`src/rtl/nibble_deserializer_pkg.sv`:
```
// Shared definitions for the framed serial nibble deserializer.
package nibble_deserializer_pkg;

  localparam int   DEF_WIDTH = 4;
  localparam logic START_BIT = 1'b0;
  localparam logic STOP_BIT  = 1'b1;

  typedef enum logic [1:0] {
    IDLE   = 2'd0,
    DATA   = 2'd1,
    PARITY = 2'd2,
    STOP   = 2'd3
  } state_e;

endpackage

```
`src/rtl/nibble_parity_chk.sv`:
```
// Even-parity check over data plus parity bit; odd_n=1 means the frame is good.
module nibble_parity_chk #(
  parameter int WIDTH = 4
) (
  input  logic [WIDTH-1:0] data,
  input  logic             par,
  output logic             odd_n
);

  assign odd_n = ~(^data ^ par);

endmodule

```
`src/rtl/nibble_deserializer.sv`:
```
// Framed serial-to-parallel front end for the 4-bit load/clear register.
// Frame results are staged one cycle in pend_* so load lands on the edge
// after the stop-bit sample, overlapping a back-to-back frame's DATA state.
module nibble_deserializer
  import nibble_deserializer_pkg::*;
#(
  parameter int WIDTH     = DEF_WIDTH,
  parameter bit PARITY_EN = 1'b1
) (
  input  logic             clk,
  input  logic             clear_n,
  input  logic             serial_in,
  input  logic             bit_valid,
  input  logic             flush,
  output logic [WIDTH-1:0] d,
  output logic             load,
  output logic             clear,
  output logic             busy,
  output logic             par_err,
  output logic             frame_err
);

  localparam int CW = $clog2(WIDTH + 1);

  state_e           state;
  logic [WIDTH-1:0] shreg;
  logic [CW-1:0]    cnt;
  logic             par_bit;
  logic             odd_n;
  logic             par_ok;
  logic             pend_load;
  logic             pend_perr;
  logic             pend_ferr;

  nibble_parity_chk #(.WIDTH(WIDTH)) u_par (
    .data  (shreg),
    .par   (par_bit),
    .odd_n (odd_n)
  );

  // Without a parity bit every frame counts as parity-clean.
  assign par_ok = PARITY_EN ? odd_n : 1'b1;
  assign busy   = (state != IDLE);

  // Frame FSM: consumes one bit per strobe; flush aborts and empties.
  always_ff @(posedge clk or negedge clear_n) begin
    if (!clear_n) begin
      state     <= IDLE;
      shreg     <= '0;
      cnt       <= '0;
      par_bit   <= 1'b0;
      pend_load <= 1'b0;
      pend_perr <= 1'b0;
      pend_ferr <= 1'b0;
    end else if (flush) begin
      state     <= IDLE;
      shreg     <= '0;
      cnt       <= '0;
      par_bit   <= 1'b0;
      pend_load <= 1'b0;
      pend_perr <= 1'b0;
      pend_ferr <= 1'b0;
    end else begin
      pend_load <= 1'b0;
      pend_perr <= 1'b0;
      pend_ferr <= 1'b0;
      if (bit_valid) begin
        case (state)
          IDLE: begin
            if (serial_in == START_BIT) begin
              state <= DATA;
              cnt   <= '0;
            end
          end
          DATA: begin
            for (int i = 0; i < WIDTH; i++)
              if (cnt == CW'(i)) shreg[i] <= serial_in;
            cnt <= cnt + CW'(1);
            if (cnt == CW'(WIDTH - 1)) state <= PARITY_EN ? PARITY : STOP;
          end
          PARITY: begin
            par_bit <= serial_in;
            state   <= STOP;
          end
          STOP: begin
            state     <= IDLE;
            pend_load <= (serial_in == STOP_BIT) && par_ok;
            pend_perr <= !par_ok;
            pend_ferr <= (serial_in != STOP_BIT);
          end
          default: state <= IDLE;
        endcase
      end
    end
  end

  // Output stage: one-cycle pulses; flush wins and cancels any pending load.
  always_ff @(posedge clk or negedge clear_n) begin
    if (!clear_n) begin
      d         <= '0;
      load      <= 1'b0;
      clear     <= 1'b0;
      par_err   <= 1'b0;
      frame_err <= 1'b0;
    end else if (flush) begin
      d         <= '0;
      load      <= 1'b0;
      clear     <= 1'b1;
      par_err   <= 1'b0;
      frame_err <= 1'b0;
    end else begin
      clear     <= 1'b0;
      load      <= pend_load;
      par_err   <= pend_perr;
      frame_err <= pend_ferr;
      if (pend_load) d <= shreg;
    end
  end

endmodule
```
`config.mk`:
```
export PLATFORM = sky130hd
export DESIGN_NAME = nibble_deserializer
export DESIGN_NICKNAME = d
export VERILOG_FILES = /design/src/rtl/nibble_deserializer_pkg.sv /design/src/rtl/nibble_parity_chk.sv /design/src/rtl/nibble_deserializer.sv
export SDC_FILE = /design/constraint.sdc
export NUM_CORES = 1
export LEC_CHECK = 0
export BUFFER_PORTS_ARGS = -buffer_cell sky130_fd_sc_hd__buf_2
export CAP_MARGIN = 40
export CELL_PAD_IN_SITES_DETAIL_PLACEMENT = 1
export CELL_PAD_IN_SITES_GLOBAL_PLACEMENT = 1
export CORE_UTILIZATION = 44
export DETAILED_ROUTE_END_ITERATION = 16
export PLACE_DENSITY_LB_ADDON = 0.1
export SKIP_CTS_REPAIR_TIMING = 1
export SLEW_MARGIN = 20
export SYNTH_ARGS = -nofsm -noshare
export SYNTH_HDL_FRONTEND = slang
export SYNTH_SLANG_ARGS = --single-unit
```
`constraint.sdc`:
```
create_clock -name clk -period 1.7 [get_ports clk]
set_input_delay 0.255 -clock clk [delete_from_list [all_inputs] [get_ports clk]]
set_output_delay 0.255 -clock clk [all_outputs]
set_load 0.05 [all_outputs]
```
==> results of run 1 <==
flip-flops by register name (all words and copies together) (netlist names):
signal	cells
pend_load	1
par_err	1
frame_err	1
pend_perr	1
par_bit	1
load	1
shreg	4
d	4
state	2
cnt	3
pend_ferr	1
clear	1
stage by stage:
step | power, mW | std cells | worst slack (ns) | util
after floorplan | 0.611 | 94 | 0.394 | -
after global placement | 0.647 | 130 | 0.190 | 0.506
after detailed placement | 0.650 | 130 | 0.199 | 0.506
after CTS | 0.897 | 134 | -0.0437 | 0.519
after global routing | 0.942 | 135 | 0.0106 | 0.529
final | 0.897 | 135 | 0.0811 | 0.529
power by group:
| group | total (mW) | switching, mW | internal, mW |
|---|---|---|---|
| registers | 0.515 | 0.00787 | 0.508 |
| clock network | 0.247 | 0.159 | 0.0878 |
| logic | 0.135 | 0.0903 | 0.0447 |
metal layers:
metal,track usage,up-vias
met1,0.247,345
met2,0.300,12
met4,0.0694,0
met5,0,-
met3,0.0268,2
li1,-,339
critical path: stages, from the launching register on:
cell	delay, ns
sky130_fd_sc_hd__dfrtp_1	0.44
sky130_fd_sc_hd__inv_1	0.11
sky130_fd_sc_hd__ha_4	0.20
sky130_fd_sc_hd__inv_1	0.05
sky130_fd_sc_hd__buf_2	0.25
logic make-up (layout without fill, tap and decap cells):
group	count (synthesis)	after routing	synth area share
DFF	21	21	0.499
AOI/OAI and AO/OA	12	12	0.0809
xor gates and xnor gates	3	3	0.0381
adders and majority gates	9	9	0.107
buffers and inverters	12	25	0.0452
and+or+nand+nor	28	28	0.144
muxes	9	9	0.0856
final timing paths:
check,from,end,cells after the start
worst max register to register,state[1],state[1],5
worst min-delay path,flush,clear,1
worst min register to register,pend_ferr,frame_err,1
worst max-delay path,state[0],busy,4
min in group asynchronous,clear_n,frame_err,2
max in group asynchronous,clear_n,d[1],2
area by class of cell:
class	instances	area share
clock buffers	3	0.0191
clock inverters	1	0.00424
inverters	7	0.0222
multi-input cells	61	0.416
flip-flops and latches	21	0.445
well taps	28	0.0297
repair buffers	14	0.0636
cell usage in the layout, fill, tap and decap left out, types with 3 or more instances in the layout:
cell	instances
sky130_fd_sc_hd__nand4b_1	3
sky130_fd_sc_hd__ha_1	8
sky130_fd_sc_hd__nor2b_1	3
sky130_fd_sc_hd__inv_1	7
sky130_fd_sc_hd__clkbuf_4	3
sky130_fd_sc_hd__dfrtp_1	21
sky130_fd_sc_hd__nand3_1	4
sky130_fd_sc_hd__a21oi_1	5
sky130_fd_sc_hd__mux2i_1	9
sky130_fd_sc_hd__o21ai_0	3
sky130_fd_sc_hd__buf_2	13
sky130_fd_sc_hd__nor2_1	13
==> reports/results.txt, run 1 <==
The run finished with clean final reports. The maximum clock skew at final layout came out at 0.0107 ns. The post-route fraction of the period consumed by the critical path works out to 0.952.

The floorplan has 17 rows. Of all cell types, the one taking the most synthesized area is sky130_fd_sc_hd__dfrtp_1. Detailed placement finished with a half-perimeter wire length of 1.42 mm. Number of instances in the synthesized netlist: 94. The run gives 0.499 as the fraction of the yosys area taken by sequential cells.

Share of post-route cells with drive strength above 1: 0.196. The smallest hold slack is 0.235 ns, and the peak ir drop on the vdd network is 0.443 mV. At the later pin of the worst-skew pair, clock insertion delay measures 0.31 ns. In the final routing, the length of wire on met1 measures 963 um. For the headroom to the max-slew limit, the log shows 0.684. The endpoint kind of the worst setup timing path is a primary output. STA puts the critical path data required time at 1.44 ns. In the routed layout, each cell is associated on average with a via count of 5.17. The count of endpoints failing setup in the final report came out at 0. TritonCTS built the clock tree.

The net count of the finished layout is 122. The count of buffers added on input and output ports is 13. Number of antenna violations at the first check in global routing: 0. The highest fanout seen on the critical path works out to 5.

Total number of yosys warnings: 0. In this run the clock root is driven by a sky130_fd_sc_hd__clkbuf_4. The register clock-pin slew on the reported worst setup and hold paths is 0.13 ns, and the final global-route overflow total is 0. In the detailed route, the total length drawn on met2 is 1.02 mm. In this run the deepest clock path goes through 2 buffers.

Via count of the first global-routing pass: 719. The TritonCTS buffer count is 3. Sorting the synthesized cells by area gives the leading types as sky130_fd_sc_hd__dfrtp_1 50%, sky130_fd_sc_hd__ha_1 11%, sky130_fd_sc_hd__mux2i_1 8.6%. Entering global routing, the biggest net connects 22 pins.

Number of flops mapped to enable cells by yosys: 0. The synthesis-stage register bit count is 21, and the total area of multi-input combinational cells is 492 um2. By count the netlist is led by 21 x sky130_fd_sc_hd__dfrtp_1, 13 x sky130_fd_sc_hd__nor2_1, 9 x sky130_fd_sc_hd__ha_1, 9 x sky130_fd_sc_hd__mux2i_1, 7 x sky130_fd_sc_hd__inv_1. For the number of top-level pins, the log shows 14.

Max-cap violations in this run came to 0. The smallest clock period supported by the final layout is computed as 1.62 ns. The post-route setup TNS is 0 ns.

The reported leakage power is 0.595 nW. Overall track demand over capacity in global routing: 0.185. The critical path is of the register to primary output type. The final number of hold-violating endpoints came out at 0.

The share of synthesized flip-flops with an asynchronous set or reset works out to 1.00. For this block, the initial DRC count from the detailed router was 0. The run gives 1.36 ns as the worst endpoint data arrival time. For this run, the top clock speed supported by timing is 618 MHz. The relative area change from synthesis to final layout works out to 12.2%. In the final routed layout, each cell accounts on average for 15.2 um.

The routed wire length is 2.06 mm, and the portion of synthesized cell area occupied by the leading cell type is 0.499. The first-pass GRT wire length is 3.50 mm, and the core outline area is 0.00223 mm2. The run gives 51 um as the routed length on met3. The routability congestion estimate from global placement was 0.854; the antenna cell count was 0. Mean cell area of the mapped netlist: 11.2 um2. The effective utilization at floorplan is 0.471, and the max-slew violation total from the final report is 0. Setup repair after global routing left no endpoint under its margin. The overall die area is 0.00259 mm2, and the TritonCTS sink count is 21. After synthesis the cells add up to 0.00105 mm2. Registers take 526 um2. The transition time at the pin with the least slew margin is 0.474 ns, and the setup slack on the worst flop-to-flop path is 0.16 ns.

The final routed DRC violation total is 0. The path type of the worst min-delay path was input port to register. Cell area after layout: 0.00118 mm2.

The most numerous cell in the Yosys netlist is sky130_fd_sc_hd__dfrtp_1. For this block, the via count after detailed routing is 698. The number of distinct library cells after synthesis was 22; the total power divided by cell area was 759 mW/mm2. The number of iterations in the first detailed-routing pass came out at 1. The synthesized netlist net count came out at 108.

Height of the die: 50.9 um. Counting the fill cells in the layout gives 245. The run gives 0.00113 mm2 as the cell area reported after detailed placement. STA classifies the critical path startpoint as a register. In the synthesized netlist the dominant register cell turns out to be sky130_fd_sc_hd__dfrtp_1.

The H-tree depth was 1; the antenna violation net count after detailed routing was 0. The top routing layer in use was met4. Measured along the x axis, the die boundary spans 50.9 um.
Power figures use the tool's default switching activity.
==> run 2: changes to the inputs <==
--- a/config.mk
+++ b/config.mk
@@ -5,15 +5,18 @@
 export SDC_FILE = /design/constraint.sdc
 export NUM_CORES = 1
 export LEC_CHECK = 0
+export ABC_CLOCK_PERIOD_IN_PS = 1700
 export BUFFER_PORTS_ARGS = -buffer_cell sky130_fd_sc_hd__buf_2
 export CAP_MARGIN = 40
 export CELL_PAD_IN_SITES_DETAIL_PLACEMENT = 1
 export CELL_PAD_IN_SITES_GLOBAL_PLACEMENT = 1
-export CORE_UTILIZATION = 44
+export CORE_UTILIZATION = 43
 export DETAILED_ROUTE_END_ITERATION = 16
 export PLACE_DENSITY_LB_ADDON = 0.1
+export REMOVE_ABC_BUFFERS = 1
 export SKIP_CTS_REPAIR_TIMING = 1
 export SLEW_MARGIN = 20
 export SYNTH_ARGS = -nofsm -noshare
 export SYNTH_HDL_FRONTEND = slang
+export SYNTH_HIERARCHICAL = 1
 export SYNTH_SLANG_ARGS = --single-unit
==> run 2 against run 1 <==
  * First-iteration DRC count increased by 4
  * Count of clock-buffer cells in the layout is the same
  * Register-to-register slack hardly changed
  * Hold slack gained 0.0050 ns
  * Sequential cell count unchanged
  * Global-route usage is 1.3 points lower
  * Cell count increased by 2.2%
  * Sequential share of layout area increased by 0.33 points
  * Highest routed layer unchanged
==> reports/results.txt, run 2 <==
Setup repair after global routing left no endpoint under its margin. Sorting the synthesized cells by area gives the leading types as sky130_fd_sc_hd__dfrtp_1 50%, sky130_fd_sc_hd__ha_1 11%, sky130_fd_sc_hd__mux2i_1 7.6%. The highest-delay cell along the critical path was sky130_fd_sc_hd__dfrtp_1. The tools report the hold path startpoint as serial_in.

The largest total area in the synthesized netlist belongs to sky130_fd_sc_hd__dfrtp_1. Across the whole layout, storage elements account for 526 um2. The H-tree depth is 1, and the final routed DRC violation total is 0.

The tools report the effective utilization at floorplan as 0.467. The worst register-to-register path begins at cnt[0]. The clock arrives with 0.00382 ns of skew. The share of synthesized flip-flops with an asynchronous set or reset came out at 1.00. The tools report the via count of the first global-routing pass as 729. Maximum clock rate: 640 MHz. Synthesis-stage register bit count: 21.

At the later pin of the worst-skew pair, clock insertion delay measures 0.30 ns. At the pin with the least slew margin, the transition time is 0.502 ns. The register clock-pin slew on the reported worst setup and hold paths is 0.11 ns, and the first-pass GRT wire length is 3.28 mm. In this run the standard cell core region covers 0.00225 mm2. The run finished with clean final reports. The synthesized netlist contains 21 unique library cells. Entering global routing, the biggest net connects 22 pins. For this run, the number of Yosys warnings is 6. Average vias per placed instance: 5.12. The delay of the slowest cell on the worst path is 0.43 ns.

By instance count, the cell type seen most on the critical path is sky130_fd_sc_hd__inv_1. The reported leakage power was 0.585 nW; the peak ir drop on the vdd network was 0.333 mV. TritonCTS sink count: 21. In this run the worst path has a maximum fanout of 5. The via count was 706; the worst endpoint data arrival time was 1.31 ns.

The routability congestion estimate from global placement was 0.785; the fraction of the yosys area taken by sequential cells was 0.499. The length in cells of the worst reg-to-reg path was 5. The first detailed-routing pass ran for 2 iterations. The tools report the detailed placement HPWL as 1.36 mm. From synthesis to final layout, the design area changed by 11.3%. The worst hold path passes through 2 cells. The run gives 4 as the number of design-rule violations left by the first detailed-router iteration. The floorplan step defined a die boundary enclosing 0.00265 mm2. The multi-input combinational cells in the finished layout cover a total of 477 um2. The total power divided by cell area is 746 mW/mm2. The count of endpoints failing setup in the final report was 0. The portion of synthesized cell area occupied by the leading cell type was 0.499.

The library cells used most frequently in the layout, excluding fill and tap cells, are 21 x sky130_fd_sc_hd__dfrtp_1, 13 x sky130_fd_sc_hd__nor2_1, 12 x sky130_fd_sc_hd__buf_2. Overall track demand over capacity in global routing: 0.172. The repair_antennas step left the layout with diodes totalling 0. Across the run, the number of max-cap violations was 0. TritonCTS built the clock tree. From left edge to right edge, the die measures 51.5 um. The total overflow left after global routing is 0. For the total power consumption of the routed design, the log shows 0.875 mW.

The clock passes through at most 2 buffers. Counting the buffers created by CTS gives 3. The number of antenna violations at the first check in global routing is 0.

After routing, the total negative slack on setup checks comes to 0 ns. The routed wire length came out at 1.89 mm. By instance count, the leading cell after synthesis is sky130_fd_sc_hd__dfrtp_1. The die is 51.5 um tall. The number of top-level pins was 14. Floorplan row count: 17. The required time at the endpoint of the critical path came out at 1.44 ns. Walking the worst path, the cells encountered are inv_1 -> ha_2 -> inv_1 -> clkbuf_4. For the final number of hold-violating endpoints, the log shows 0. Setup slack on the worst flop-to-flop path: 0.17 ns. The fraction of the core area covered by cells at the end of the flow is 0.520. The min-delay analysis places its worst path in the category input port to register.

Once detail routing completed, the nets flagged for antenna violations numbered 0. Mean cell area of the mapped netlist: 10.9 um2. The endpoint identified for the worst register-to-register timing path is state[0]. The root buffer cell chosen for the clock tree is sky130_fd_sc_hd__clkbuf_4. The type of the worst setup path is register to primary output.

At the end of the flow, the number of nets in the layout was 125. The worst setup path is captured at a primary output. The cell area after synthesis was 0.00105 mm2; the mean routed wirelength per cell was 13.7 um. The count of buffers added on input and output ports is 13. The commonest cells after synthesis are 21 x sky130_fd_sc_hd__dfrtp_1, 13 x sky130_fd_sc_hd__nor2_1, 9 x sky130_fd_sc_hd__ha_1.

The number of flops mapped to enable cells by yosys was 0; the clock period minus worst slack was 1.56 ns. Share of post-route cells with drive strength above 1: 0.191. For the filler cell count, the log shows 260.

The path with the worst hold slack has its endpoint at pend_ferr. The number of instances in the synthesized netlist came out at 97. The max-slew violation total from the final report is 0. The worst setup path is launched from a register.

The headroom to the max-slew limit is 0.662. The post-route fraction of the period consumed by the critical path is 0.919. The library cell used most frequently in the layout, excluding fill and tap cells, is sky130_fd_sc_hd__dfrtp_1. In the final layout, the registers with the most flip-flops are d: 4 flops, shreg: 4 flops, cnt: 3 flops.

In the synthesized netlist the dominant register cell turns out to be sky130_fd_sc_hd__dfrtp_1.
## run 2: worst max-delay path by stage
stage	from	end	slack, ns	cells past startpoint
detailed placement	state[0]	state[0]	0.14	5
global route	cnt[1]	state[0]	0.05	5
floorplan	state[0]	state[0]	0.25	5
CTS	state[0]	busy	0.05	4
finish	state[1]	busy	0.14	4
global placement	state[0]	state[1]	0.20	5
## run 2: kinds of logic (layout without fill, tap and decap cells)
kind of cell	Yosys count	count (layout)	share of synthesized area
multiplexers	8	8	0.0760
AND/OR/NAND/NOR	31	31	0.154
buffers and inverters	12	25	0.0511
XOR/XNOR	3	3	0.0380
adder cells (fa/ha/maj)	9	9	0.107
flip-flops	21	21	0.499
AO/OA/AOI/OAI	13	13	0.0748
## run 2: final cells by class
type | count | share of cell area
Clock inverter | 1 | 0.00427
Tap cell | 28 | 0.0299
Inverter | 6 | 0.0192
Clock buffer | 3 | 0.0192
Timing Repair Buffer | 15 | 0.0726
Multi-Input combinational cell | 64 | 0.407
Sequential cell | 21 | 0.448
## run 2: per-stage QoR
step / worst slack, ns / instance area (um2) / hold WS [ns] / cells
2_1_floorplan: 0.249 / 1020 / -0.0406 / 91
3_3_place_gp: 0.199 / 1130 / 0.235 / 133
3_5_place_dp: 0.136 / 1130 / 0.241 / 133
4_1_cts: 0.0534 / 1160 / -0.104 / 137
5_1_grt: 0.0546 / 1170 / 0.247 / 138
6_report: 0.137 / 1170 / 0.240 / 138
## run 2: layer usage
metal / track usage / share of wire / up-vias
met5: 0 / 0 / -
met1: 0.210 / 0.48 / 346
met3: 0.0263 / 0.027 / 2
met2: 0.294 / 0.48 / 11
li1: - / - / 347
met4: 0.0811 / 0.0090 / 0
## run 2: worst max-delay path, delay by kind of cell (launching register included)
family,cells,cell delay [ns]
buf+inv,3,0.35
flops,1,0.43
fa+ha+maj,1,0.23
## run 2: power by group
group          internal, mW  total, mW  leakage [nW]  switching, mW
logic                0.0421      0.122         0.277         0.0802
clock network        0.0876      0.238        0.0177          0.150
registers             0.507      0.514         0.290        0.00732
total                 0.637      0.875         0.585          0.238
==> run 3: changes to the inputs <==
--- a/config.mk
+++ b/config.mk
@@ -12,6 +12,7 @@
 export CELL_PAD_IN_SITES_GLOBAL_PLACEMENT = 1
 export CORE_UTILIZATION = 43
 export DETAILED_ROUTE_END_ITERATION = 16
+export MAX_ROUTING_LAYER = met4
 export PLACE_DENSITY_LB_ADDON = 0.1
 export REMOVE_ABC_BUFFERS = 1
 export SKIP_CTS_REPAIR_TIMING = 1
==> run 3 against run 2 <==
  * Sequential power is essentially flat
  * Worst setup slack about the same
  * Register-to-register slack barely moved
  * Die area unchanged
  * Cell count unchanged
  * Design area stayed put
  * Maximum frequency about the same
  * Hold slack about the same
  * Total power is essentially flat
  * Clock skew hardly changed
  * Sequential cell count did not move
  * Critical path depth is the same
  * Largest cell class unchanged
  * Largest power group unchanged
  * Highest routed layer unchanged
==> reports/results.txt, run 3 (synthesis results as in run 2) <==
The run finished with clean final reports. Type of the worst setup path: register to primary output. The required time at the endpoint of the critical path came out at 1.44 ns.

Leaving out fill and tap cells, the most frequent cell in the layout is sky130_fd_sc_hd__dfrtp_1. The max-slew violation total from the final report came out at 0. Setup repair after global routing left no endpoint under its margin. Fill cells in the final layout number 260.

The smallest clock period supported by the final layout is computed as 1.56 ns. The logs give 0 for the antenna cell count and 0 for the number of antenna violations at the first check in global routing. The total power divided by cell area came out at 746 mW/mm2. Highest-delay cell along the critical path: sky130_fd_sc_hd__dfrtp_1. The run gives 0.240 ns as the smallest hold slack. Dividing the detail-routed via count by the number of cells gives 5.12. The H-tree depth was 1. For the pin with the worst max-slew slack, the measured transition is 0.510 ns.

The type of origin of the critical path is a register. The length in cells of the worst reg-to-reg path came out at 5. The TritonCTS sink count was 21; the overall die area was 0.00265 mm2. Clock-pin slew was measured on the worst setup and hold paths at 0.11 ns.

For this run, the slowest stage of the critical path takes 0.43 ns. The run gives 0.467 as the effective utilization at floorplan. The number of nets at the end of the flow is 125.

Once placement finished, the instance area stood at 0.00113 mm2. The tool flagged a number of max-cap violations equal to 0. The setup slack on the worst flop-to-flop path was 0.17 ns; the maximum number of buffers from clock root to sink was 2. In the layout the commonest cells are 21 x sky130_fd_sc_hd__dfrtp_1, 13 x sky130_fd_sc_hd__nor2_1, 12 x sky130_fd_sc_hd__buf_2. After floorplanning, the core was divided into 17 placement rows. The die width was 51.5 um. First-pass GRT wire length: 3.28 mm.

The finished layout holds 138 standard cells, fillers aside. After global routing the overflow that remains totals 0. In the final layout, flip-flops and latches occupy 526 um2. The cell repeated most along the worst path was sky130_fd_sc_hd__inv_1. The number of design-rule violations left by the first detailed-router iteration came out at 4.

For the overall track demand over capacity in global routing, the log shows 0.176. In this run the number of cells on the critical path is 4. Before antenna repair, the detailed router went through 2 iterations. The final number of hold-violating endpoints was 0; the core outline area was 0.00225 mm2.

The kind of cell with the highest combined delay along the critical path is flip-flops. The routed layout has 706 vias. Worst endpoint data arrival time: 1.31 ns. For the final database, setup skew stands at 0.00430 ns. Across the VDD grid, the largest voltage drop is 0.333 mV. The worst hold path begins at serial_in. The tools report the root buffer cell as sky130_fd_sc_hd__clkbuf_4. The number of buffers and inverters on the critical path was 3. The logs give 0 ns for the post-route setup TNS and 0.30 ns for the later-pin clock latency in the skew report. The share of post-route cells with drive strength above 1 was 0.191; the final routed DRC violation total was 0.

The worst register-to-register path ends at state[0]. STA classifies the critical path endpoint as a primary output. The largest registers in the layout are d: 4 flops, shreg: 4 flops, cnt: 3 flops. The run gives 1.36 mm as the detailed placement HPWL. The cell area after layout is 0.00117 mm2. Post-route fraction of the period consumed by the critical path: 0.919. The maximum clock rate is 640 MHz, and the quantity of I/O buffers inserted on ports is 13. Counting instances, the worst hold path has a depth of 2.

Compared with the post-synthesis result, the final layout area differs by 11.3%. The count of nets left with antenna violations once routing finished came out at 0. At the end of routability-driven placement, the weighted congestion stood at 0.796. The largest net degree at the start of global routing came out at 22. The worst hold path terminates at pend_ferr. TritonCTS built the clock tree. Traced cell by cell, the critical path runs through inv_1 -> ha_2 -> inv_1 -> clkbuf_4. Along the worst path, the maximum fanout reaches 5. The height of the die works out to 51.5 um. For the number of cells after detailed placement, the log shows 133. The TritonCTS buffer count is 3, and the total area of multi-input combinational cells is 477 um2. Setup violations remaining at the end of the flow were counted as 0.

In this run the count of I/O pins placed on the die edge is 14. Dividing the detail-routed wire length by the instance count gives 13.6 um. The startpoint of the worst register-to-register path is cnt[0].

The path type of the worst min-delay path was input port to register. For this block, the routed nets add up to 1.88 mm of wire. Summed over all cells, the static leakage comes to 0.585 nW. Headroom to the max-slew limit: 0.657. The via count of the first global-routing pass is 733.
[run 3: cell counts in the layout (fill, tap and decap cells not counted)]
Identical to the previous run, type by type.
[run 3: power by group]
group / switching [mW] / internal, mW / leakage [nW]
registers: 0.00732 / 0.507 / 0.290
logic: 0.0801 / 0.0421 / 0.277
clock network: 0.151 / 0.0876 / 0.0177
total: 0.238 / 0.637 / 0.585
[run 3: worst max-delay path by stage]
stage	start	endpoint	slack [ns]
6_report	state[1]	busy	0.14
5_1_grt	cnt[1]	state[0]	0.05
4_1_cts	state[0]	busy	0.05
3_5_place_dp	state[0]	state[0]	0.14
3_3_place_gp	state[0]	state[1]	0.20
2_1_floorplan	state[0]	state[0]	0.25
[run 3: routing by layer]
metal / routed length, um / up-vias / track usage
met1: 902 / 346 / 0.210
li1: - / 347 / -
met4: 17 / 0 / 0.0811
met2: 911 / 11 / 0.294
met3: 51 / 2 / 0.0263
met5: 0 / - / -
[run 3: stage by stage]
step           setup WS, ns  power [mW]   util
5_1_grt              0.0546       0.920  0.520
4_1_cts              0.0534       0.889  0.513
2_1_floorplan         0.249       0.595      -
6_report              0.137       0.875  0.520
3_3_place_gp          0.199       0.641  0.501
3_5_place_dp          0.136       0.643  0.501
[run 3: cell type report]
type | instances | share of cell area
Clock buffer | 3 | 0.0192
Clock inverter | 1 | 0.00427
Inverter | 6 | 0.0192
Multi-Input combinational cell | 64 | 0.407
Sequential cell | 21 | 0.448
Tap cell | 28 | 0.0299
Timing Repair Buffer | 15 | 0.0726
